**config.mk**
```make
export PLATFORM = sky130hd
export DESIGN_NAME = rr_arbiter_flat
export DESIGN_NICKNAME = d
export VERILOG_FILES = /design/src/rtl/rr_arbiter_pkg.sv /design/src/rtl/rr_arbiter_if.sv /design/src/rtl/rr_arbiter_pick.sv /design/src/rtl/rr_arbiter.sv /design/src/flat_wrapper.sv
export SDC_FILE = /design/constraint.sdc
export NUM_CORES = 1
export LEC_CHECK = 0
export CAP_MARGIN = 5
export CORE_AREA = 4 4 45 47
export DETAILED_ROUTE_END_ITERATION = 10
export DIE_AREA = 0 0 49 51
export GPL_TIMING_DRIVEN = 0
export PLACE_DENSITY_LB_ADDON = 0.12
export SKIP_CTS_REPAIR_TIMING = 1
export SKIP_LAST_GASP = 1
export SYNTH_ARGS = -nofsm -noshare
export SYNTH_HDL_FRONTEND = slang
export SYNTH_SLANG_ARGS = --single-unit
```
**constraint.sdc**
```tcl
create_clock -name clock -period 4.4 [get_ports clock]
set_input_delay 1.32 -clock clock [delete_from_list [all_inputs] [get_ports clock]]
set_output_delay 1.32 -clock clock [all_outputs]
set_load 0.02 [all_outputs]
```
**src/rtl/rr_arbiter_pkg.sv**
```systemverilog
// Shared types and defaults for the round-robin arbiter slice.
// The index-width helper keeps one-bit indices legal when only two requesters exist.
package arb_pkg;

  typedef enum logic {
    IDLE = 1'b0,
    BUSY = 1'b1
  } arb_state_e;

  localparam int DefNumReq  = 4;
  localparam int DefMaxHold = 4;

  function automatic int idxWidth(input int n);
    return (n <= 2) ? 1 : $clog2(n);
  endfunction

endpackage

```
**src/rtl/rr_arbiter_if.sv**
```systemverilog
// Request/grant bundle between the requesting units and the arbiter.
interface rr_arbiter_if #(
  parameter int NUM_REQ = arb_pkg::DefNumReq
);

  localparam int IW = arb_pkg::idxWidth(NUM_REQ);

  logic               en;
  logic [NUM_REQ-1:0] req;
  logic [NUM_REQ-1:0] gnt;
  logic [IW-1:0]      gnt_idx;
  logic               busy;

  modport master (
    output en,
    output req,
    input  gnt,
    input  gnt_idx,
    input  busy
  );

  modport slave (
    input  en,
    input  req,
    output gnt,
    output gnt_idx,
    output busy
  );

endinterface

```
**src/rtl/rr_arbiter_pick.sv**
```systemverilog
// Combinational rotating-priority selector: search starts at ptr-1, walks downward
// with wrap-around, and checks ptr itself last.
module rr_pick
  import arb_pkg::*;
#(
  parameter int NUM_REQ = DefNumReq,
  localparam int IW     = idxWidth(NUM_REQ)
) (
  input  logic [NUM_REQ-1:0] req_i,
  input  logic [IW-1:0]      ptr_i,
  input  logic [NUM_REQ-1:0] excl_i,
  output logic [NUM_REQ-1:0] pick_o,
  output logic [IW-1:0]      idx_o,
  output logic               valid_o
);

  logic [NUM_REQ-1:0] masked;
  logic [NUM_REQ-1:0] rotated;
  logic [IW-1:0]      srcPos;
  int                 selPos;
  logic               found;

  // Rotated bit N-1 maps to ptr-1, so a plain highest-wins scan gives the rotating order
  always_comb begin
    masked  = req_i & ~excl_i;
    rotated = '0;
    srcPos  = '0;
    for (int j = 0; j < NUM_REQ; j++) begin
      srcPos     = IW'((j + int'(ptr_i)) % NUM_REQ);
      rotated[j] = masked[srcPos];
    end

    found  = 1'b0;
    selPos = 0;
    for (int j = NUM_REQ - 1; j >= 0; j--) begin
      if (!found && rotated[j]) begin
        found  = 1'b1;
        selPos = j;
      end
    end

    valid_o = found;
    idx_o   = found ? IW'((selPos + int'(ptr_i)) % NUM_REQ) : '0;
    pick_o  = '0;
    pick_o[idx_o] = found;
  end

endmodule

```
**src/rtl/rr_arbiter.sv**
```systemverilog
// Registered round-robin arbiter: one-hot grant that persists while its owner requests,
// with a hold budget that forces rotation once others are waiting.
module rr_arbiter
  import arb_pkg::*;
#(
  parameter int NUM_REQ  = DefNumReq,
  parameter int MAX_HOLD = DefMaxHold,
  localparam int IW      = idxWidth(NUM_REQ),
  localparam int HW      = $clog2(MAX_HOLD + 1)
) (
  input logic         clock,
  input logic         reset,
  rr_arbiter_if.slave bus
);

  arb_state_e         state_q, state_d;
  logic [NUM_REQ-1:0] gnt_q, gnt_d;
  logic [IW-1:0]      idx_q, idx_d;
  logic [IW-1:0]      ptr_q, ptr_d;
  logic [HW-1:0]      holdCnt_q, holdCnt_d;

  logic [NUM_REQ-1:0] pickExcl;
  logic [NUM_REQ-1:0] pickGnt;
  logic [IW-1:0]      pickIdx;
  logic               pickValid;
  logic               ownerReq;
  logic               othersReq;

  // While busy the current owner is masked out; on release its bit is already low
  assign pickExcl  = (state_q == BUSY) ? gnt_q : '0;
  assign ownerReq  = |(bus.req & gnt_q);
  assign othersReq = |(bus.req & ~gnt_q);

  rr_pick #(
    .NUM_REQ (NUM_REQ)
  ) u_pick (
    .req_i   (bus.req),
    .ptr_i   (ptr_q),
    .excl_i  (pickExcl),
    .pick_o  (pickGnt),
    .idx_o   (pickIdx),
    .valid_o (pickValid)
  );

  always_ff @(posedge clock) begin
    if (reset) begin
      state_q   <= IDLE;
      gnt_q     <= '0;
      idx_q     <= '0;
      ptr_q     <= '0;
      holdCnt_q <= '0;
    end else begin
      state_q   <= state_d;
      gnt_q     <= gnt_d;
      idx_q     <= idx_d;
      ptr_q     <= ptr_d;
      holdCnt_q <= holdCnt_d;
    end
  end

  // Enable drop outranks release, and release outranks an expiring hold budget
  always_comb begin
    state_d   = state_q;
    gnt_d     = gnt_q;
    idx_d     = idx_q;
    ptr_d     = ptr_q;
    holdCnt_d = holdCnt_q;

    unique case (state_q)
      IDLE: begin
        if (bus.en && pickValid) begin
          state_d   = BUSY;
          gnt_d     = pickGnt;
          idx_d     = pickIdx;
          ptr_d     = pickIdx;
          holdCnt_d = HW'(1);
        end
      end
      BUSY: begin
        if (!bus.en || (!ownerReq && !pickValid)) begin
          state_d   = IDLE;
          gnt_d     = '0;
          idx_d     = '0;
          holdCnt_d = '0;
        end else if (!ownerReq || ((holdCnt_q == HW'(MAX_HOLD)) && othersReq)) begin
          gnt_d     = pickGnt;
          idx_d     = pickIdx;
          ptr_d     = pickIdx;
          holdCnt_d = HW'(1);
        end else if (holdCnt_q != HW'(MAX_HOLD)) begin
          holdCnt_d = holdCnt_q + HW'(1);
        end
      end
      default: begin
        state_d = IDLE;
      end
    endcase
  end

  always_comb begin
    bus.gnt     = gnt_q;
    bus.gnt_idx = idx_q;
    bus.busy    = (state_q == BUSY);
  end

endmodule

```
**src/flat_wrapper.sv**
```systemverilog
// flat-port wrapper written by rule: the top's interface ports become plain ports
module rr_arbiter_flat import arb_pkg::*;
#(
  parameter int NUM_REQ  = DefNumReq,
  parameter int MAX_HOLD = DefMaxHold,
  localparam int IW      = idxWidth(NUM_REQ),
  localparam int HW      = $clog2(MAX_HOLD + 1)
)
  (clock, reset, bus_en, bus_req, bus_gnt, bus_gnt_idx, bus_busy);
  rr_arbiter_if #(.NUM_REQ(NUM_REQ)) bus_i ();
  input logic clock;
  input logic reset;
  input wire logic [$bits(bus_i.en)-1:0] bus_en;
  input wire logic [$bits(bus_i.req)-1:0] bus_req;
  output wire logic [$bits(bus_i.gnt)-1:0] bus_gnt;
  output wire logic [$bits(bus_i.gnt_idx)-1:0] bus_gnt_idx;
  output wire logic [$bits(bus_i.busy)-1:0] bus_busy;
  assign bus_i.en = bus_en;
  assign bus_i.req = bus_req;
  assign bus_gnt = bus_i.gnt;
  assign bus_gnt_idx = bus_i.gnt_idx;
  assign bus_busy = bus_i.busy;
  rr_arbiter #(.NUM_REQ(NUM_REQ), .MAX_HOLD(MAX_HOLD)) u_core (.clock(clock), .reset(reset), .bus(bus_i));
endmodule
```
======== After elaboration in Yosys (flattened, before gate mapping) ========
Index checks and enable logic that the tools add are counted.
word-level totals
  flip-flop bits (word level) ............. 12
  input bits .............................. 7
  output and inout bits ................... 7
operators by class
  add/subtract/negate cells ............... 5
  order comparisons ....................... 6
  equality and inequality tests ........... 7
  muxes and demuxes ....................... 38
  bitwise logic cells ..................... 7
  reductions and logical operators ........ 20
operators by type and width
  operator                                             count
  2-to-1 mux 2 bit                                     9
  AND 4 bit                                            4
  2-to-1 mux 4 bit                                     4
  < comparator 2 x 3 -> 1 bit (second input constant)  5
  2-to-1 mux 3 bit                                     4
  2-to-1 mux 1 bit                                     11
  binary-select mux 1 bit (select 2 bit)               4
  inverter 4 bit                                       2
  case mux 2 bit (2 select lines)                      2
  case mux 4 bit (2 select lines)                      1
  OR reduction 4 bit                                   2
  logical AND 1 bit                                    7
  logical NOT 1 bit                                    6
  != test 3 bit (second input constant)                2
  case mux 3 bit (2 select lines)                      1
  adder 2 bit (first input constant)                   2
  != test 2 bit (second input constant)                2
  != test 4 bit (second input constant)                1
  AND reduction 2 bit                                  2
  adder 3 x 1 -> 3 bit (second input constant)         1
  equality test 3 bit (second input constant)          1
  AND reduction 3 bit                                  1
  adder 1 x 2 -> 2 bit (first input constant)          1
  adder 2 bit                                          1
  other kinds (6)                                      7

======== Logic depth before layout (Yosys ltp) ========
  depth in word-level cells ............... 25
  depth in mapped cells ................... 10
  depth with buffers taken out ............ 9

======== Hierarchy ========
Synthesis repeated with hierarchy kept, for this count alone.
unflattened totals
  cells, all modules ...................... 108
  area, all modules ....................... 1002.2 um2
by module, submodules not included
  module      times used  cells each  area an instance (um2)  sequential area each (um2)
  rr_arbiter  1           74          733.2                   240.2
  rr_pick     1           34          269.0                   0.0

======== Worst setup path before layout ========
No wires, ideal clock.
  path type ............................... input port to flip-flop
  from .................................... input port bus_req[2]
  to ...................................... register u_core.gnt_q[3] (netlist: u_core.bus.gnt[3])
  library setup time ...................... 0.117 ns
  arrival time ............................ 2.792 ns
  required time ........................... 4.283 ns
  path slack .............................. 1.491 ns
  cell stages on the path ................. 9
  buffers on the path ..................... 0
  cells stage by stage .................... a21bo_2 > nor3_1 > a31oi_1 > o21ai_0 > a21oi_1 > ha_1 > inv_1 > mux2_2 > a22o_1
between the ends
  cells in the longest elaborated chain, start to end .. 23
RTL lines
  item                                                                                                             line                   text
  start, declared                                                                                                  flat_wrapper.sv:14     input wire logic [$bits(bus_i.req)-1:0] bus_req;
  AND 4 bit                                                                                                        rr_arbiter_pick.sv:25  masked = req_i & ~excl_i;
  binary-select mux 1 bit (select 2 bit)                                                                           rr_arbiter_pick.sv:30  rotated[j] = masked[srcPos];
  2-to-1 mux 1 bit (not written as such)                                                                           rr_arbiter_pick.sv:30
  2-to-1 mux 1 bit                                                                                                 rr_arbiter_pick.sv:36  if (!found && rotated[j]) begin
  logical NOT 1 bit                                                                                                rr_arbiter_pick.sv:36
  logical AND 1 bit                                                                                                rr_arbiter_pick.sv:36
  2-to-1 mux 1 bit                                                                                                 rr_arbiter_pick.sv:36
  logical NOT 1 bit                                                                                                rr_arbiter_pick.sv:36
  [7 not listed]                                                                                                   -
  < comparator 2 x 3 -> 1 bit (not written as such) or greater-or-equal comparator 2 x 1 -> 1 bit (tied branches)  rr_arbiter_pick.sv:45  pick_o[idx_o] = found;
  logical AND 1 bit (not written as such)                                                                          rr_arbiter_pick.sv:45
  2-to-1 mux 1 bit (not written as such)                                                                           rr_arbiter_pick.sv:45
  demux 1 bit (select 2 bit)                                                                                       rr_arbiter_pick.sv:45
  AND 4 bit (no source line)                                                                                       -
  2-to-1 mux 4 bit                                                                                                 rr_arbiter.sv:85       end else if (!ownerReq || ((holdCnt_q == HW'(MAX_HOLD)) && othersReq)) begin
  2-to-1 mux 4 bit                                                                                                 rr_arbiter.sv:80       if (!bus.en || (!ownerReq && !pickValid)) begin
  case mux 4 bit (2 select lines)                                                                                  rr_arbiter.sv:69       unique case (state_q)
  end signal, assigned                                                                                             rr_arbiter.sv:54       gnt_q <= gnt_d;
  end, declared                                                                                                    rr_arbiter.sv:17       logic [NUM_REQ-1:0] gnt_q, gnt_d;
Parallel ways exist; a longest one is shown, timed or not. The select of a mux whose other input is x is not followed.
A chain may end at the register's enable or synchronous reset.

======== Worst setup path after layout ========
  from .................................... input port bus_req[2]
  to ...................................... register u_core.idx_q[1] (netlist: u_core.bus.gnt_idx[1])
between the ends
  cells in the longest elaborated chain, start to end .. 18
RTL lines
  item                                                                    line                                     text
  AND 4 bit                                                               rr_arbiter_pick.sv:25
  binary-select mux 1 bit (select 2 bit)                                  rr_arbiter_pick.sv:30
  2-to-1 mux 1 bit (not written as such)                                  rr_arbiter_pick.sv:30
  2-to-1 mux 1 bit                                                        rr_arbiter_pick.sv:36
  logical NOT 1 bit                                                       rr_arbiter_pick.sv:36
  logical AND 1 bit                                                       rr_arbiter_pick.sv:36
  2-to-1 mux 1 bit                                                        rr_arbiter_pick.sv:36
  logical NOT 1 bit                                                       rr_arbiter_pick.sv:36
  [2 not listed]                                                          -
  logical NOT 1 bit                                                       rr_arbiter_pick.sv:36
  logical AND 1 bit                                                       rr_arbiter_pick.sv:36
  2-to-1 mux 2 bit or 2-to-1 mux 1 bit (tied branches)                    rr_arbiter_pick.sv:36
  adder 2 bit or logical NOT 1 bit (tied branches)                        rr_arbiter_pick.sv:43, rr_arbiter.sv:80
  2-to-1 mux 2 bit or logical AND 1 bit (tied branches)                   rr_arbiter_pick.sv:43, rr_arbiter.sv:80
  2-to-1 mux 2 bit or logical OR 1 bit (tied branches)                    rr_arbiter.sv:85, rr_arbiter.sv:80
  2-to-1 mux 2 bit or != test 3 bit (tied branches)                       -
  case mux 2 bit (2 select lines) or AND reduction 2 bit (tied branches)  -
  end signal, assigned                                                    rr_arbiter.sv:55                         idx_q <= idx_d;
  end, declared                                                           rr_arbiter.sv:18                         logic [IW-1:0] idx_q, idx_d;
Parallel ways exist; a longest one is shown, timed or not. The select of a mux whose other input is x is not followed.

==> report_table.html <==
<table>
<tr><th>Metric</th><th>Value</th></tr>
<tr><th colspan="2">Clock tree</th></tr>
<tr><td>Htree depth</td><td>1</td></tr>
<tr><td>Worst-path clk slew</td><td>80 ps</td></tr>
<tr><td>Clock insertion delay at the later pin of the skew report</td><td>280 ps</td></tr>
<tr><td>Root Buffer Master</td><td>clkbuf_4</td></tr>
<tr><td>Num Clock Sinks</td><td>12</td></tr>
<tr><td>Total clock buffers created by CTS</td><td>3</td></tr>
<tr><td>Clock tree from TritonCTS</td><td>done</td></tr>
<tr><td>Number of buffers on the longest clock path</td><td>2</td></tr>
<tr><th colspan="2">Setup path</th></tr>
<tr><td>Register-to-Register Path Depth</td><td>10</td></tr>
<tr><td>Reg-to-Reg Start</td><td>u_core.bus.busy$_SDFF_PP0_</td></tr>
<tr><td>Required time of the worst setup path</td><td>4570 ps</td></tr>
<tr><td>Slowest cell delay on critical path</td><td>580 ps</td></tr>
<tr><td>Worst-path cell with the longest stage delay</td><td>clkdlybuf4s50_1</td></tr>
<tr><td>Critical path cell sequence</td><td>clkdlybuf4s50_1, a21bo_2, nor3_1, a31oi_1, o21ai_0, a21oi_1, ha_1, inv_1, mux2_2, a22o_1</td></tr>
<tr><td>End of the critical path</td><td>u_core.bus.gnt_idx[1]$_SDFFE_PP0P_</td></tr>
<tr><td>Worst reg-to-reg setup slack</td><td>2190 ps</td></tr>
<tr><td>Setup Crit Path Kind</td><td>in -&gt; reg</td></tr>
<tr><td>Timing startpoint of the critical path</td><td>bus_req[2]</td></tr>
<tr><td>Worst setup EP type</td><td>flip-flop</td></tr>
<tr><td>Data arrival time at the worst-slack endpoint</td><td>3570 ps</td></tr>
<tr><td>CP max FO</td><td>6</td></tr>
<tr><td>End of the worst register-to-register path</td><td>u_core.bus.gnt_idx[1]$_SDFFE_PP0P_</td></tr>
<tr><td>Setup crit start kind</td><td>input port</td></tr>
<tr><th colspan="2">Timing</th></tr>
<tr><td>Unrepaired setup endpoints after global routing</td><td>false</td></tr>
<tr><td>Clock tree skew after final layout</td><td>3.13 ps</td></tr>
<tr><td>Final critical delay including setup and external delays</td><td>3400 ps</td></tr>
<tr><td>Number of pins with negative max-slew slack in the final report</td><td>0</td></tr>
<tr><td>Fmax</td><td>294 MHz</td></tr>
<tr><td>Fin Setup TNS</td><td>0 ps</td></tr>
<tr><td>Hold Vio Cnt, Final</td><td>0</td></tr>
<tr><td>Final cycle utilization of the critical path</td><td>0.772</td></tr>
<tr><td>Worst-case headroom to the max-slew limit</td><td>0.715</td></tr>
<tr><td># setup viols final</td><td>0</td></tr>
<tr><td>Transition at the pin with the smallest max-transition slack</td><td>424 ps</td></tr>
<tr><th colspan="2">Synthesis</th></tr>
<tr><td>Leading cell type by number of instances after synthesis</td><td>dfxtp_1</td></tr>
<tr><td>Nets in the synthesized netlist</td><td>107</td></tr>
<tr><td>EDFF count, synth</td><td>0</td></tr>
<tr><td>Number of distinct library cells after synthesis</td><td>44</td></tr>
<tr><td>Fraction of registers with async set or reset after synthesis</td><td>0</td></tr>
<tr><td>Synth warn</td><td>0</td></tr>
<tr><td>Post-synth top area cell</td><td>dfxtp_1</td></tr>
<tr><td>Post-synth top area share</td><td>0.274</td></tr>
<tr><td>#FFs+latches synth</td><td>12</td></tr>
<tr><td>Commonest cells in the synthesized netlist</td><td>dfxtp_1, nor3_1, a21oi_1, a31oi_1, inv_1</td></tr>
<tr><td>Leading post-synthesis cells by cell area</td><td>dfxtp_1, a21boi_4, ha_1</td></tr>
<tr><td>Register area share after synthesis</td><td>0.274</td></tr>
<tr><td>Avg Synthesized Cell Area</td><td>9.06 um^2</td></tr>
<tr><td>Primary flip-flop cell chosen by synthesis mapping</td><td>dfxtp_1</td></tr>
<tr><td>Mapped Area</td><td>878 um^2</td></tr>
<tr><td>Number of instances in the synthesized netlist</td><td>97</td></tr>
<tr><th colspan="2">Floorplanning</th></tr>
<tr><td>Die boundary width</td><td>49 um</td></tr>
<tr><td>Starting utilization of the core area</td><td>0.532</td></tr>
<tr><td>Top Ports</td><td>14</td></tr>
<tr><td>Total number of placement rows</td><td>15</td></tr>
<tr><td>Area inside the core boundary</td><td>1650 um^2</td></tr>
<tr><td>Die area</td><td>2500 um^2</td></tr>
<tr><td>Die Y-Extent</td><td>51 um</td></tr>
<tr><th colspan="2">Place</th></tr>
<tr><td>Count of input and output buffers</td><td>12</td></tr>
<tr><td>Half-perimeter wire length after detailed placement</td><td>1650 um</td></tr>
<tr><td>Cells after DPL</td><td>126</td></tr>
<tr><td>Gp weighted congestion</td><td>0.781</td></tr>
<tr><th colspan="2">Finish</th></tr>
<tr><td>Area growth from synthesis to final layout</td><td>20.2%</td></tr>
<tr><td>Final Non-Filler Cells</td><td>130</td></tr>
<tr><td>Number of antenna repair diodes</td><td>0</td></tr>
<tr><td>Filler Cells Inserted</td><td>136</td></tr>
<tr><td>Share of cells above drive strength 1</td><td>0.168</td></tr>
<tr><td>Fin nets</td><td>124</td></tr>
<tr><th colspan="2">Hold path</th></tr>
<tr><td>Type of the worst min-delay path</td><td>reg -&gt; reg</td></tr>
<tr><th colspan="2">Power</th></tr>
<tr><td>Worst IR drop on VDD</td><td>0.250 mV</td></tr>
<tr><td>P per Cell Area</td><td>335 nW/um^2</td></tr>
<tr><td>Cell leakage power</td><td>0.000385 uW</td></tr>
<tr><th colspan="2">Status</th></tr>
<tr><td>Status</td><td>finished clean</td></tr>
<tr><th colspan="2">Global route</th></tr>
<tr><td>Wire length of the first global-routing pass</td><td>3600 um</td></tr>
<tr><td>Global routing usage summed across all routing layers</td><td>0.180</td></tr>
<tr><td>Number of antenna violations at the first check in global routing</td><td>0</td></tr>
<tr><td>Number of global-route vias before repair</td><td>824</td></tr>
<tr><td>Grt total ovfl</td><td>0</td></tr>
<tr><td>Largest net degree at the start of global routing</td><td>11</td></tr>
<tr><th colspan="2">Routing</th></tr>
<tr><td>Initial DRC Count</td><td>22</td></tr>
<tr><td>Total number of vias</td><td>852</td></tr>
<tr><td>Routed length per instance</td><td>16.0 um</td></tr>
<tr><td>First-pass iteration count of the detailed router</td><td>4</td></tr>
<tr><td>Total DRC errors in the routed layout</td><td>0</td></tr>
<tr><td>Wire length reported by the detailed router</td><td>2080 um</td></tr>
<tr><td>Average vias per placed instance</td><td>6.55</td></tr>
<tr><td>Number of antenna-violating nets in the routed design</td><td>0</td></tr>
<tr><th colspan="2">Job</th></tr>
<tr><td>Max-capacitance violation count</td><td>0</td></tr>
</table>
kinds of logic (layout without fill, tap and decap cells):
| family | count (synthesis) | after routing | share of synthesized area |
|---|---|---|---|
| compound gates | 43 | 43 | 0.400 |
| simple gates | 28 | 28 | 0.201 |
| flops | 12 | 12 | 0.274 |
| buf+inv | 8 | 24 | 0.0470 |
| fa+ha+maj | 3 | 3 | 0.0427 |
| mux | 3 | 3 | 0.0356 |
critical path, delay by kind of cell:
| kind | cells | cell delay (ps) |
|---|---|---|
| buf+inv | 2 | 680 |
| compound gates | 5 | 780 |
| mux | 1 | 370 |
| fa+ha+maj | 1 | 240 |
| simple gates | 1 | 190 |
power by group:
group | leakage (uW) | switching [uW] | internal, uW
combinational | 0.000266 | 68.5 | 59.6
sequential | 0.0000985 | 14.6 | 120
clock | 0.0000210 | 40.1 | 50.3
total | 0.000385 | 123 | 230
sequential cells by signal, summed over array words and instances (netlist names):
| register | flops |
|---|---|
| u_core.bus.gnt | 4 |
| u_core.holdCnt_q | 3 |
| u_core.bus.gnt_idx | 2 |
| u_core.ptr_q | 2 |
| u_core.bus.busy | 1 |
stage by stage:
step | area (um^2) | hold slack, ps | worst slack [ps] | power, uW | utilization
after floorplan | 878 | 462 | 1490 | 222 | -
after global placement | 1020 | 440 | 789 | 261 | 0.617
after detailed placement | 1020 | 446 | 750 | 264 | 0.617
after CTS | 1060 | 471 | 1030 | 355 | 0.639
after global routing | 1060 | 509 | 918 | 375 | 0.639
final | 1060 | 466 | 1000 | 353 | 0.639
cells in the final DEF (no fill, tap or decap), types with 4 or more instances in the layout:
cell / n
a31oi_1: 5
nor3_1: 6
clkdlybuf4s50_1: 12
nand2b_1: 4
inv_1: 5
dfxtp_1: 12
a21oi_1: 5
routing by layer:
metal | routed length, um | track usage
met2 | 1080 | 0.354
met3 | 68 | 0.0204
met1 | 876 | 0.194
met5 | 0 | 0
met4 | 50 | 0.0673
how the worst min path moves through the flow:
stage               cells after the start                            endpoint                          startpoint
floorplan                               2    u_core.holdCnt_q[1]$_SDFFE_PP0P_    u_core.holdCnt_q[1]$_SDFFE_PP0P_
global placement                        1  u_core.bus.gnt_idx[0]$_SDFFE_PP0P_  u_core.bus.gnt_idx[0]$_SDFFE_PP0P_
detailed placement                      1  u_core.bus.gnt_idx[0]$_SDFFE_PP0P_  u_core.bus.gnt_idx[0]$_SDFFE_PP0P_
CTS                                     1  u_core.bus.gnt_idx[0]$_SDFFE_PP0P_  u_core.bus.gnt_idx[0]$_SDFFE_PP0P_
global route                            1  u_core.bus.gnt_idx[0]$_SDFFE_PP0P_  u_core.bus.gnt_idx[0]$_SDFFE_PP0P_
finish                                  1  u_core.bus.gnt_idx[0]$_SDFFE_PP0P_  u_core.bus.gnt_idx[0]$_SDFFE_PP0P_
final cells by class:
cell class                 count  area, um^2  share of cell area
buffer                         3        22.5              0.0213
clock buffer                   4        36.3              0.0344
inverter                       5        18.8              0.0178
multi-input combinational     77         597               0.565
sequential                    12         240               0.227
tap                           17        21.3              0.0201
timing repair buffer          12         120               0.114
Power figures use the tool's default switching activity.
